### config.mk
export PLATFORM = sky130hd
export DESIGN_NAME = text_overlay
export DESIGN_NICKNAME = d
export VERILOG_FILES = /design/src/rtl/text_overlay_pkg.sv /design/src/rtl/pipe_delay.sv /design/src/rtl/text_overlay.sv
export SDC_FILE = /design/constraint.sdc
export NUM_CORES = 1
export LEC_CHECK = 0
export CAP_MARGIN = 10
export CELL_PAD_IN_SITES_DETAIL_PLACEMENT = 1
export CELL_PAD_IN_SITES_GLOBAL_PLACEMENT = 2
export CORE_ASPECT_RATIO = 1.75
export CORE_UTILIZATION = 32
export DETAILED_ROUTE_END_ITERATION = 12
export HOLD_SLACK_MARGIN = 0.06
export PLACE_DENSITY_LB_ADDON = 0.3
export SETUP_SLACK_MARGIN = 0.4
export SYNTH_ARGS = -nofsm -noshare
export SYNTH_HDL_FRONTEND = slang
export SYNTH_SLANG_ARGS = --single-unit
### constraint.sdc
create_clock -name pixel_clk -period 4.1 [get_ports pixel_clk]
set_input_delay 0.615 -clock pixel_clk [delete_from_list [all_inputs] [get_ports pixel_clk]]
set_output_delay 0.615 -clock pixel_clk [all_outputs]
set_load 0.005 [all_outputs]
### src/rtl/text_overlay_pkg.sv
// Shared video constants and pixel/glyph types for the text overlay stage.
package text_overlay_pkg;

  localparam int H_RESOLUTION   = 1280;
  localparam int V_RESOLUTION   = 720;
  localparam int FONT_W         = 8;
  localparam int FONT_H         = 8;
  localparam int TEXT_ROM_DEPTH = 80;

  typedef struct packed {
    logic [7:0] r;
    logic [7:0] g;
    logic [7:0] b;
  } rgb_t;

  typedef struct packed {
    logic active;
    logic hsync;
    logic vsync;
    rgb_t rgb;
  } video_t;

  typedef struct packed {
    logic       in_box;
    logic [2:0] gy;
    logic [2:0] gx;
  } glyph_pos_t;

  // Bit 7 of a glyph row is the leftmost pixel.
  function automatic logic glyph_bit(input logic [7:0] row, input logic [2:0] gx);
    return row[3'd7 - gx];
  endfunction

endpackage

### src/rtl/pipe_delay.sv
// Fixed-depth shift register with synchronous reset; DEPTH must be >= 1.
module pipe_delay #(
  parameter int WIDTH = 1,
  parameter int DEPTH = 1
) (
  input  logic             clk,
  input  logic             rst,
  input  logic [WIDTH-1:0] din,
  output logic [WIDTH-1:0] dout
);

  logic [DEPTH-1:0][WIDTH-1:0] sr;

  always_ff @(posedge clk) begin
    if (rst) begin
      sr <= '0;
    end else begin
      sr[0] <= din;
      for (int i = 1; i < DEPTH; i++) sr[i] <= sr[i-1];
    end
  end

  assign dout = sr[DEPTH-1];

endmodule

### src/rtl/text_overlay.sv
// Overlays a box of scaled 8x8 glyphs onto the compositor pixel stream.
// Fixed latency 2*ROM_LAT+2; sync/active/RGB stay aligned through the fetch.
module text_overlay
  import text_overlay_pkg::*;
#(
  parameter int          TEXT_X0    = 16,
  parameter int          TEXT_Y0    = 8,
  parameter int          TEXT_COLS  = 40,
  parameter int          TEXT_ROWS  = 2,
  parameter int          SCALE_LOG2 = 1,
  parameter int          ROM_LAT    = 1,
  parameter logic [23:0] FG_RGB     = 24'hFFFFFF,
  parameter bit          BG_OPAQUE  = 1'b0,
  parameter logic [23:0] BG_RGB     = 24'h000000
) (
  input  logic        pixel_clk,
  input  logic        rst,
  input  logic        enable,
  input  logic        active_in,
  input  logic        hsync_in,
  input  logic        vsync_in,
  input  logic [10:0] x_coord,
  input  logic [9:0]  y_coord,
  input  logic [7:0]  pdata_r_in,
  input  logic [7:0]  pdata_g_in,
  input  logic [7:0]  pdata_b_in,
  output logic [6:0]  text_rom_addr,
  input  logic [7:0]  text_rom_data,
  output logic [9:0]  font_rom_addr,
  input  logic [7:0]  font_rom_data,
  output logic [7:0]  pdata_r,
  output logic [7:0]  pdata_g,
  output logic [7:0]  pdata_b,
  output logic        active_out,
  output logic        hsync_out,
  output logic        vsync_out
);

  localparam int S     = SCALE_LOG2;
  localparam int BOX_W = (TEXT_COLS * FONT_W) << S;
  localparam int BOX_H = (TEXT_ROWS * FONT_H) << S;
  localparam int LAT   = 2 * ROM_LAT + 2;

  if (TEXT_COLS * TEXT_ROWS > TEXT_ROM_DEPTH) begin : g_bad_text_size
    $error("text box larger than text_rom");
  end

  // S0: box-relative coordinates; x<X0 wraps to a large value and falls outside.
  logic [11:0] rel_x_c, rel_y_c, rel_x, rel_y;
  logic        in_box_c, in_box;

  assign rel_x_c  = {1'b0, x_coord} - 12'(TEXT_X0);
  assign rel_y_c  = {2'b0, y_coord} - 12'(TEXT_Y0);
  assign in_box_c = active_in & enable
                  & (x_coord < 11'(H_RESOLUTION)) & (y_coord < 10'(V_RESOLUTION))
                  & (rel_x_c < 12'(BOX_W)) & (rel_y_c < 12'(BOX_H));

  always_ff @(posedge pixel_clk) begin
    if (rst) begin
      rel_x  <= '0;
      rel_y  <= '0;
      in_box <= 1'b0;
    end else begin
      rel_x  <= rel_x_c;
      rel_y  <= rel_y_c;
      in_box <= in_box_c;
    end
  end

  logic [11:0] col, row;
  glyph_pos_t  pos0, pos1, pos2;

  assign col  = rel_x >> (3 + S);
  assign row  = rel_y >> (3 + S);
  assign pos0 = '{in_box: in_box, gy: rel_y[S+2:S], gx: rel_x[S+2:S]};

  assign text_rom_addr = in_box ? 7'(int'(row) * TEXT_COLS + int'(col)) : '0;

  pipe_delay #(.WIDTH($bits(glyph_pos_t)), .DEPTH(ROM_LAT)) u_pos1 (
    .clk(pixel_clk), .rst(rst), .din(pos0), .dout(pos1)
  );

  assign font_rom_addr = pos1.in_box ? {text_rom_data[6:0], pos1.gy} : '0;

  pipe_delay #(.WIDTH($bits(glyph_pos_t)), .DEPTH(ROM_LAT)) u_pos2 (
    .clk(pixel_clk), .rst(rst), .din(pos1), .dout(pos2)
  );

  logic fg;
  assign fg = pos2.in_box & glyph_bit(font_rom_data, pos2.gx);

  // Video side path; the final output register supplies the last cycle.
  video_t vin, vdly, vout;
  assign vin = '{active: active_in, hsync: hsync_in, vsync: vsync_in,
                 rgb: '{r: pdata_r_in, g: pdata_g_in, b: pdata_b_in}};

  pipe_delay #(.WIDTH($bits(video_t)), .DEPTH(LAT-1)) u_vid (
    .clk(pixel_clk), .rst(rst), .din(vin), .dout(vdly)
  );

  always_ff @(posedge pixel_clk) begin
    if (rst) begin
      vout <= '0;
    end else begin
      vout.active <= vdly.active;
      vout.hsync  <= vdly.hsync;
      vout.vsync  <= vdly.vsync;
      if (fg)                       vout.rgb <= FG_RGB;
      else if (pos2.in_box && BG_OPAQUE) vout.rgb <= BG_RGB;
      else                          vout.rgb <= vdly.rgb;
    end
  end

  assign pdata_r    = vout.rgb.r;
  assign pdata_g    = vout.rgb.g;
  assign pdata_b    = vout.rgb.b;
  assign active_out = vout.active;
  assign hsync_out  = vout.hsync;
  assign vsync_out  = vout.vsync;

  // Low scale bits and the ignored code bit are intentionally dropped.
  logic unused_bits;
  assign unused_bits = ^{rel_x, rel_y, text_rom_data[7]};

endmodule

Word level (Yosys, flattened, before mapping)
Index checks and enable logic that the tools add are counted.
{"block": "classes", "add_sub_neg": 4, "n_mul": 1, "n_lt_le_gt_ge": 5, "muxes": 5, "n_bitwise": 6}
{"op": "24-bit 2-to-1 mux", "n": 1}
{"op": "12-bit by 10-bit less-than comparator with 1-bit output (second input constant)", "n": 1}
{"op": "12-bit by 6-bit less-than comparator with 1-bit output (second input constant)", "n": 1}
{"op": "11-bit by 5-bit subtractor with 12-bit output (second input constant)", "n": 1}
{"op": "11-bit less-than comparator (second input constant)", "n": 1}
{"op": "10-bit by 4-bit subtractor with 11-bit output (second input constant)", "n": 1}
{"op": "10-bit less-than comparator (second input constant)", "n": 1}
{"op": "10-bit 2-to-1 mux", "n": 1}
{"op": "8-bit by 3-bit multiplier with 4-bit output (second input constant)", "n": 1}
{"op": "7-bit adder", "n": 1}
{"op": "7-bit 2-to-1 mux", "n": 1}
{"op": "1-bit bitwise AND", "n": 6}
{"op": "3-bit by 4-bit less-than comparator with 1-bit output (second input constant)", "n": 1}
{"op": "1-bit binary-select mux with 3-bit select", "n": 1}
{"op": "3-bit subtractor (first input constant)", "n": 1}
{"op": "1-bit 2-to-1 mux", "n": 1}
{"block": "word_totals", "reg_bits": 146, "input_bits": 67, "output_inout_bits": 44, "wordCells": 35}

Logic depth before layout (Yosys ltp)
{"block": "depth", "word_depth": 5, "mapped_depth": 6, "ltp_nobuf": 6}

Modules after synthesis
From an unflattened synthesis, not the netlist that was laid out.
{"block": "unflattened", "hier_cells": 428, "hier_area_um2": 4790.8}
{"module": "pipe_delay at u_vid", "instances": 1, "cells_per_inst": 198, "area_each_um2": 2432.3, "seq_area_each_um2": 1621.6}
{"module": "text_overlay", "instances": 1, "cells_per_inst": 202, "area_each_um2": 1990.7, "seq_area_each_um2": 900.9}
{"module": "pipe_delay at u_pos1 ...", "instances": 2, "cells_per_inst": 14, "area_each_um2": 183.9, "seq_area_each_um2": 140.1}

Worst setup path after synthesis
No wires, ideal clock.
{"block": "synth_path", "path_kind": "reg2out", "from": "register rel_y[4]", "to": "output text_rom_addr[6]", "arrival_time_ns": 1.279, "t_required_ns": 3.485, "slack_ns": 2.206, "stages_incl_launch_ff": 6, "n_path_buf": 0, "path_cell_list": "dfxtp_1 > ha_1 > ha_1 > a21oi_1 > xnor2_1 > and2_1"}
{"block": "synth_via", "elab_chain_len": 3}
{"element": "start: declaration", "line_no": "text_overlay.sv:49", "rtl": "logic [11:0] rel_x_c, rel_y_c, rel_x, rel_y;"}
{"element": "start signal: assignment", "line_no": "text_overlay.sv:65", "rtl": "rel_y <= rel_y_c;"}
{"element": "8-bit by 3-bit multiplier with 4-bit output", "line_no": "text_overlay.sv:77", "rtl": "assign text_rom_addr = in_box ? 7'(int'(row) * TEXT_COLS + int'(col)) : '0;"}
{"element": "7-bit adder", "line_no": "text_overlay.sv:77"}
{"element": "7-bit 2-to-1 mux", "line_no": "text_overlay.sv:77"}
{"element": "end: declaration", "line_no": "text_overlay.sv:27", "rtl": "output logic [6:0] text_rom_addr,"}
No other way between the ends.

Worst setup path after layout
Same ends and word-level chain as after synthesis.

==> metrics.md <==
| Metric | Value |
|---|---|
| #FFs+latches synth | `between 100 and 150` |
| Synth-to-Final Area Change | `43.5%` |
| Path type of the worst setup path | `reg -> out` |
| Max Fanout on Critical Path | `2` |
| DRC errors left | `0` |
| Chip height | `between 150 and 200 µm` |
| Skew final | `0.00447 ns` |
| Core Region | `approximately 13000 µm²` |
| # clock sinks | `137` |
| Dominant combinational cell family by area after synthesis | `simple AND/OR/NAND/NOR gates` |
| WHS Endpoint | `u_vid.dout[16]$_SDFF_PP0_` |
| Vias in the first global route | `2944` |
| TritonRoute pass-1 iters | `4` |
| Ports | `111` |
| Sequential share of the synthesized area | `0.641` |
| Fin crit share | `0.702` |
| CP Data Required Time | `~3.5 ns` |
| Launch point of the worst reg-to-reg path | `u_pos2.dout[0]$_SDFF_PP0_` |
| Dpl ws | `1.55 ns` |
| Unrepaired setup endpoints after global routing | `no` |
| CTS Root Cell | `clkbuf_16` |
| Final setup viols | `0` |
| Critical Path Sink Type | `output port` |
| Mean Syn Cell Area | `10.9 µm²` |
| Gpl congestion | `0.709` |
| Hold_buf cts | `0` |
| Cts bufs inserted | `17` |
| Synth warn | `0` |
| DR vias | `2840` |
| Dpl cells | `653` |
| Clock-pin transition on the worst setup and hold timing paths | `roughly 0.06 ns` |
| FMAX | `approximately 350 MHz` |
| Max IR drop VDD | `0.000307 V` |
| Reg-to-reg setup timing slack | `2.36 ns` |
| Hold depth | `1` |
| Post-Syn Nets | `~470` |
| Post-CTS Setup Bufs | `0` |
| Cells resized by post-CTS repair | `0` |
| Worst reg2reg path depth | `4` |
| Post-Synth Adder-Cell Area | `0.0222` |
| DR iter-0 viols | `77` |
| Final Non-Filler Cells | `685` |
| Met1 usage | `0.117` |
| Number of port buffers | `107` |
| Num rows | `55` |
| Max Buffers Root-to-Sink | `2` |
| Total die area | `13900 µm²` |
| Layer with the highest usage | `met2` |
| Latest clock arrival within the worst-skew pair | `0.40 ns` |
| First-pass GRT wire length | `13300 µm` |
| Drt wl/cell | `between 10 and 15 µm` |
| Nature of the critical path startpoint | `flop` |
| Antenna-violating nets left | `0` |
| Max Cap Viol | `0` |
| Slew HR | `0.502` |
| Layout Nets | `575` |
| Min Clock Period, post-route | `2.88 ns` |
| Fraction of layout cells with a size suffix above 1 | `0.0720` |
| HP Start | `u_vid.sr[43]$_SDFF_PP0_` |
| Largest net degree at the start of global routing | `81` |
| Routed wire length | `approximately 8000 µm` |
| Post-synthesis mux area share | `0.00994` |
| Simple-Gate Fraction of Synth Area | `0.210` |
| CTS H-tree lvls | `4` |
| Total grt overflow | `0` |
| Worst slew pin tran | `0.747 ns` |
| Final worst slack | `1.22 ns` |
| Hold WS | `around 0.43 ns` |
| Crit path DAT | `2.26 ns` |
| Vias per cell | `roughly 4.1` |
| Final core utilization | `0.472` |
| Status | `finished clean` |
| Complex-gate fraction of the synthesized area | `0.0491` |
| Die Wd | `89.4 µm` |
| Reg2reg end | `pdata_r[5]$_SDFF_PP0_` |
| Grt met2 use | `0.245` |
| GRT Total Usage | `0.129` |
| Synth Cell Area | `around 4300 µm²` |
| Setup_tns | `0 ns` |
| Initial antenna violation count | `0` |
| Hpwl dp | `5700 µm` |
| Mapped Cells | `slightly below 400` |
| Pleak | `0.00240 µW` |
| Endpoints failing hold | `0` |
| CTS tree | `done` |
| GR Util met3 | `0.0472` |
| Post-synthesis cell type count | `33` |
| XOR/XNOR share of the synthesized area | `0.0266` |
| Hold Crit Class | `reg -> reg` |
| Initial Utilization | `0.329` |
| Inserted Diodes | `0` |
| P per Cell Area | `520 nW/µm²` |
| Final slew viol count | `0` |
[through the flow]
| stage | power, µW | instance area (µm²) |
|---|---|---|
| after floorplan | 1500 | 4280 |
| after global placement | 1590 | 5500 |
| after detailed placement | 1600 | 5500 |
| after CTS | 3250 | 6140 |
| after global routing | 3320 | 6140 |
| final | 3190 | 6140 |
[cells by family (layout without fill, tap and decap cells)]
| kind of cell | Yosys count | after routing |
|---|---|---|
| flops | 137 | 137 |
| mux | 3 | 3 |
| fa+ha+maj | 7 | 7 |
| buf+inv | 46 | 168 |
| simple gates | 150 | 150 |
| compound gates | 36 | 36 |
| xor+xnor | 13 | 13 |
[flip-flops by register name, summed over array words and instances (netlist names)]
| register | flops |
|---|---|
| rel_x | 10 |
| vsync_out | 1 |
| pdata_g | 8 |
| pdata_b | 8 |
| u_pos1.dout | 7 |
| u_vid.dout | 27 |
| active_out | 1 |
| rel_y | 7 |
| hsync_out | 1 |
| u_vid.sr | 54 |
| pdata_r | 8 |
| in_box | 1 |
| u_pos2.dout | 4 |
[area by class of cell]
type / instances / area [µm²]
multi-input combinational: 209 / 1360
clock inverter: 14 / 210
clock buffer: 18 / 429
fill: 1410 / 6870
inverter: 28 / 105
tap: 171 / 214
timing repair buffer: 108 / 1080
sequential: 137 / 2740
[worst max path at each step]
stage,start,end,slack (ns),cells past startpoint
global route,rel_y[4]$_SDFF_PP0_,text_rom_addr[6],1.10,6
global placement,x_coord[4],in_box$_SDFF_PP0_,1.61,7
finish,rel_y[4]$_SDFF_PP0_,text_rom_addr[6],1.22,6
CTS,rel_y[4]$_SDFF_PP0_,text_rom_addr[6],1.17,6
detailed placement,x_coord[4],in_box$_SDFF_PP0_,1.55,7
floorplan,rel_y[4]$_SDFF_PP0_,text_rom_addr[6],2.21,5
[critical path: stages (launching register included)]
cell,delay [ns]
dfxtp_1,0.32
ha_1,0.29
ha_1,0.31
a21oi_1,0.17
xnor2_1,0.14
and2_1,0.14
clkdlybuf4s50_1,0.49
[cells in the mapped netlist]
| library cell | number | share of area |
|---|---|---|
| fa_1 | 1 | 0.0047 |
| xor2_1 | 6 | 0.012 |
| a2111oi_2 | 1 | 0.0035 |
| and2b_2 | 1 | 0.0020 |
| a21o_1 | 1 | 0.0018 |
| a22oi_1 | 1 | 0.0018 |
| clkbuf_1 | 16 | 0.014 |
| buf_2 | 2 | 0.0023 |
| o21ai_1 | 1 | 0.0012 |
| xnor2_1 | 7 | 0.014 |
| nor4b_1 | 1 | 0.0020 |
| mux2i_1 | 2 | 0.0047 |
| o21a_1 | 1 | 0.0018 |
| nand2_1 | 3 | 0.0026 |
| and2_1 | 17 | 0.025 |
| o21ai_0 | 25 | 0.029 |
| ha_1 | 6 | 0.018 |
| nor2b_1 | 101 | 0.15 |
| nor2_1 | 17 | 0.015 |
| o32ai_1 | 1 | 0.0020 |
| or3_1 | 1 | 0.0015 |
| a21oi_1 | 2 | 0.0023 |
| inv_1 | 28 | 0.025 |
| o211ai_1 | 1 | 0.0018 |
| o21bai_1 | 1 | 0.0018 |
| nor3_1 | 4 | 0.0047 |
| or3b_1 | 1 | 0.0020 |
| dfxtp_1 | 137 | 0.64 |
| nor4_1 | 2 | 0.0029 |
| nand4b_2 | 1 | 0.0035 |
| mux4_2 | 1 | 0.0053 |
| a2bb2oi_1 | 1 | 0.0020 |
| nand2b_1 | 1 | 0.0015 |
[routing by layer]
metal  wire [µm]  up-vias
li1            -     1439
met1        2830     1319
met2        4710       73
met3         345        9
met4         145        0
met5           0        -
[layout by cell type (no fill, tap or decap), types with 2 or more instances in the layout]
cell type / n
nor2b_1: 101
nand2_1: 3
xnor2_1: 7
buf_4: 2
bufinv_16: 4
nor3_1: 4
inv_6: 6
nor2_1: 17
clkinvlp_4: 2
clkbuf_16: 17
and2_1: 17
nor4_1: 2
dfxtp_1: 137
o21ai_0: 25
ha_1: 6
clkdlybuf4s50_1: 106
mux2i_1: 2
inv_1: 28
a21oi_1: 2
inv_8: 2
xor2_1: 6
[power by group]
part / internal, µW / switching [µW]
clock network: 1040 / 592
logic: 105 / 63.3
registers: 1380 / 14.0
total: 2520 / 669
No activity file was read; power rests on OpenSTA's default activity.
==> RTL edit 1: new RTL, config.mk and constraints unchanged <==
Register the input `pdata_r_in` before use, cleared by the reset. The logic sees it one clock later. The other inputs are not delayed to match.
--- a/src/rtl/text_overlay.sv
+++ b/src/rtl/text_overlay.sv
@@ -40,6 +40,16 @@
   localparam int BOX_W = (TEXT_COLS * FONT_W) << S;
   localparam int BOX_H = (TEXT_ROWS * FONT_H) << S;
   localparam int LAT   = 2 * ROM_LAT + 2;
+
+  logic [7:0] pdata_r_q;
+
+  always_ff @(posedge pixel_clk) begin
+    if (rst) begin
+      pdata_r_q <= '0;
+    end else begin
+      pdata_r_q <= pdata_r_in;
+    end
+  end
 
   if (TEXT_COLS * TEXT_ROWS > TEXT_ROM_DEPTH) begin : g_bad_text_size
     $error("text box larger than text_rom");
@@ -92,7 +102,7 @@
   // Video side path; the final output register supplies the last cycle.
   video_t vin, vdly, vout;
   assign vin = '{active: active_in, hsync: hsync_in, vsync: vsync_in,
-                 rgb: '{r: pdata_r_in, g: pdata_g_in, b: pdata_b_in}};
+                 rgb: '{r: pdata_r_q, g: pdata_g_in, b: pdata_b_in}};
 
   pipe_delay #(.WIDTH($bits(video_t)), .DEPTH(LAT-1)) u_vid (
     .clk(pixel_clk), .rst(rst), .din(vin), .dout(vdly)
Check against the original RTL: not equivalent (Yosys sat finds a counterexample within 10 cycles, from zero or initial values and one cycle with rst high).
==> RTL edit 1 against the unedited design <==
- power decreased by 4.3%
- highest routed layer unchanged
- sequential cell count increased by 8
- setup slack got worse by 0.036 ns
- critical path depth unchanged
- cell count increased by 4.1%
- wire length increased by 5.6%
- design area increased by 4.0%
- register-to-register slack got worse by 0.13 ns
- maximum frequency decreased by 1.3%
- synthesized area increased by 8.1%
- critical endpoint unchanged
==> RTL edit 1: results (changes against the unedited design) <==
* Max FFs per register at 54 (unchanged)
* Detailed-route vias per instance at 4.23 (was 4.15)
* Post-Place Setup Slack at 1.58 ns (was 1.55 ns)
* Worst reg2reg path endpoint: pdata_g[0] (was pdata_r[5])
* Leading post-synthesis cells by cell area: dfxtp_1 63%, nor2b_1 15%, o21ai_2 3.8% (was dfxtp_1 64%, nor2b_1 15%, o21ai_0 2.9%)
* Final std cells w/o fill at 713 (was 685)
* Placed Area at 5830 sq um (was 5500 sq um)
* Initial DRT Pass Iterations at 3 (was 4)
* Maximum vdd drop at 0.200 mV (was 0.307 mV)
* Yosys top cell area share at 0.628 (was 0.641)
* Fin Setup TNS at 0 ns (unchanged)
* Largest net degree at the start of global routing at 90 (was 81)
* Worst-path clk slew at 0.06 ns (about the same)
* Mapped Nets at 489 (was 466)
* LEAKAGE at 2.52 nW (was 2.40 nW)
* Final GP Congestion at 0.692 (was 0.709)
* Slew @ Worst Pin at 0.608 ns (was 0.747 ns)
* Synth cell types at 31 (was 33)
* Status: finished clean (unchanged)
* YS warnings at 0 (unchanged)
* Initial drt markers at 52 (was 77)
* Storage element area at 2900 sq um (was 2740 sq um)
* Commonest cells post-synth: 145 x dfxtp_1, 108 x nor2b_1, 29 x inv_1, 20 x o21ai_2, 17 x and2_1 (was 137 x dfxtp_1, 101 x nor2b_1, 28 x inv_1, 25 x o21ai_0)
* WHS Endpoint: u_vid.dout[0] (was u_vid.dout[16])
* Fillers at 1569 (was 1410)
* Avg Inst Size Synth at 11.1 sq um (was 10.9 sq um)
* Sequential element share of the synthesized area at 0.628 (was 0.641)
* Arrival @ worst endpoint at 2.30 ns (was 2.26 ns)
* Post-detail-place hpwl at 5990 um (was 5700 um)
* Skew final at 0.00490 ns (was 0.00447 ns)
* Detailed Route WL at 8470 um (was 8020 um)
* Hold Crit Start: u_vid.sr[27] (was u_vid.sr[43])
* Number of port buffers at 107 (unchanged)
* CP delay by family, top: adder cells (unchanged)
* Total Routing Usage GR at 0.124 (was 0.129)
* Critical path destination: text_rom_addr[6] (unchanged)
* Worst reg-to-reg setup slack at 2.23 ns (was 2.36 ns)
* Vias in the first global route at 3065 (was 2944)
* First-pass GRT wire length at 14100 um (was 13300 um)
* DP Cell Count at 681 (was 653)
* Final nets at 597 (was 575)
* Final Cycle Share at 0.711 (was 0.702)
* Ratio of cells with drive above 1 in the final layout at 0.104 (was 0.0720)
-- RTL edit 1: cell types whose count changed in the layout (fill, tap and decap cells not counted), sizes merged, moves of 2 or more --
cell    unedited run  this run
mux2i              2         0
nand2              3         9
a21oi              2         7
nor2b            101       108
nand2b             1         3
and3               0         2
xor2               6         4
nor2              17        14
nor3               4         6
bufinv             4         0
clkinv             0         5
dfxtp            137       145
-- RTL edit 1: area by class of cell --
class / instances / area share
Clock inverter: 15 / 0.0198
Clock buffer: 17 / 0.0667
Tap cell: 177 / 0.0347
Inverter: 29 / 0.0171
Multi-Input combinational cell: 222 / 0.236
Timing Repair Buffer: 108 / 0.171
Sequential cell: 145 / 0.455
-- RTL edit 1: per-stage QoR --
step,power [mW],hold slack [ns]
after global routing,3.20,0.450
after detailed placement,1.69,0.425
final,3.06,0.431
after CTS,3.12,0.437
after global placement,1.68,0.417
after floorplan,1.59,0.414
-- RTL edit 1: layer usage --
layer  wire [um]  track usage  part of all wire  vias up
li1            -            -                 -     1506
met1        2900        0.111              0.34     1421
met2        5000        0.235              0.59       75
met3         398       0.0443             0.047       12
met4         176       0.0657             0.021        0
met5           0            0                 0        -
-- RTL edit 1: where the power goes --
group	total, mW	switching (mW)	internal [mW]
combinational	0.178	0.0706	0.107
sequential	1.47	0.0128	1.46
clock	1.41	0.618	0.790
-- RTL edit 1: cells by family (layout without fill, tap and decap cells) --
| family | count (synthesis) | after routing | synth area share |
|---|---|---|---|
| AO/OA/AOI/OAI | 39 | 39 | 0.0619 |
| XOR/XNOR | 10 | 10 | 0.0189 |
| adder cells (fa/ha/maj) | 7 | 7 | 0.0206 |
| buffers and inverters | 48 | 169 | 0.0465 |
| flip-flops | 145 | 145 | 0.628 |
| multiplexers | 3 | 3 | 0.0146 |
| AND/OR/NAND/NOR | 163 | 163 | 0.210 |
==> RTL edit 2: new RTL, same flow settings <==
Without the edit above. The parameter `BG_OPAQUE` goes from 1'b0 to 1'b1.
--- a/src/rtl/text_overlay.sv
+++ b/src/rtl/text_overlay.sv
@@ -10,7 +10,7 @@
   parameter int          SCALE_LOG2 = 1,
   parameter int          ROM_LAT    = 1,
   parameter logic [23:0] FG_RGB     = 24'hFFFFFF,
-  parameter bit          BG_OPAQUE  = 1'b0,
+  parameter bit          BG_OPAQUE  = 1'b1,
   parameter logic [23:0] BG_RGB     = 24'h000000
 ) (
   input  logic        pixel_clk,
Check against the original RTL: not equivalent (Yosys sat finds a counterexample within 10 cycles, from zero or initial values and one cycle with rst high).
==> RTL edit 2 against the unedited design <==
- power down 7.3%
- wire length up 2.6%
- sequential cell count unchanged
- design area down 1.1%
- clock skew up 0.0013 ns
- synthesized area up 0.41%
- clock power down 14%
- maximum frequency down 1.0%
- register-to-register slack worse by 0.09 ns
- core utilization down 0.52 points
- setup slack worse by 0.029 ns
- critical path type unchanged
==> RTL edit 2: results (changes against the unedited design) <==
* Worst reg-to-reg setup slack at 2.27 ns (was 2.36 ns)
* Vias in the first global route at 2912 (was 2944)
* DP Cell Count at 632 (was 653)
* Synth cell types at 34 (was 33)
* Post-Place Setup Slack at 1.54 ns (was 1.55 ns)
* Met2 WL at 4660 um (was 4710 um)
* Final GP Congestion at 0.684 (was 0.709)
* Commonest cells post-synth: 137 x dfxtp_1, 101 x nor2b_1, 25 x a21o_1, 17 x and2_1, 15 x clkbuf_1 (was 137 x dfxtp_1, 101 x nor2b_1, 28 x inv_1, 25 x o21ai_0)
* Status: finished clean (unchanged)
* Hold Crit Start: u_vid.dout[17] (was u_vid.sr[43])
* Sequential element share of the synthesized area at 0.638 (was 0.641)
* Routed WL per cell at 12.4 um (was 11.7 um)
* Synthesized netlist cell count at 370 (was 392)
* Skew final at 0.00576 ns (was 0.00447 ns)
* Post-detail-place hpwl at 5620 um (was 5700 um)
* WHS at 0.421 ns (was 0.429 ns)
* Final nets at 554 (was 575)
* Slew Limit Headroom at 0.302 (was 0.502)
* Worst reg2reg path endpoint: pdata_r[4] (was pdata_r[5])
* LEAKAGE at 2.59 nW (was 2.40 nW)
* Leading post-synthesis cells by cell area: dfxtp_1 64%, nor2b_1 15%, a21o_1 4.4% (was dfxtp_1 64%, nor2b_1 15%, o21ai_0 2.9%)
* Arrival @ worst endpoint at 2.29 ns (was 2.26 ns)
* Met3 Use GR at 0.0403 (was 0.0472)
* M1 wire length at 3020 um (was 2830 um)
* WHS Endpoint: pdata_r[1] (was u_vid.dout[16])
* Initial DRT Pass Iterations at 2 (was 4)
* Final std cells w/o fill at 664 (was 685)
* Fin crit period at 2.91 ns (was 2.88 ns)
* First-pass GRT wire length at 13300 um (about the same)
* Maximum vdd drop at 0.350 mV (was 0.307 mV)
* Ratio of cells with drive above 1 in the final layout at 0.0751 (was 0.0720)
* Via count at 2833 (was 2840)
==> RTL edit 2: kinds of logic (layout without fill, tap and decap cells) <==
family	after synthesis	in the layout	synth area share
buffers and inverters	23	146	0.0236
DFF	137	137	0.638
AOI/OAI and AO/OA	40	40	0.0693
and+or+nand+nor	149	149	0.210
muxes	3	3	0.0146
adders and majority gates	7	7	0.0221
xor gates and xnor gates	11	11	0.0224
==> RTL edit 2: power breakdown <==
part / switching [mW] / internal, mW
clock: 0.562 / 0.833
combinational: 0.0653 / 0.105
sequential: 0.0127 / 1.38
total: 0.640 / 2.32
==> RTL edit 2: area by class of cell <==
class	count	area, sq um
Clock buffer	17	425
Clock inverter	15	129
Fill cell	1378	6940
Inverter	6	22.5
Multi-Input combinational cell	210	1460
Sequential cell	137	2740
Tap cell	171	214
Timing Repair Buffer	108	1080
==> RTL edit 2: worst reg2reg max path, cell delays in order, from the launching register on <==
cell	delay, ns
dfxtp_1	0.32
mux4_1	0.33
mux2i_1	0.11
nor3b_4	0.86
a21o_1	0.16
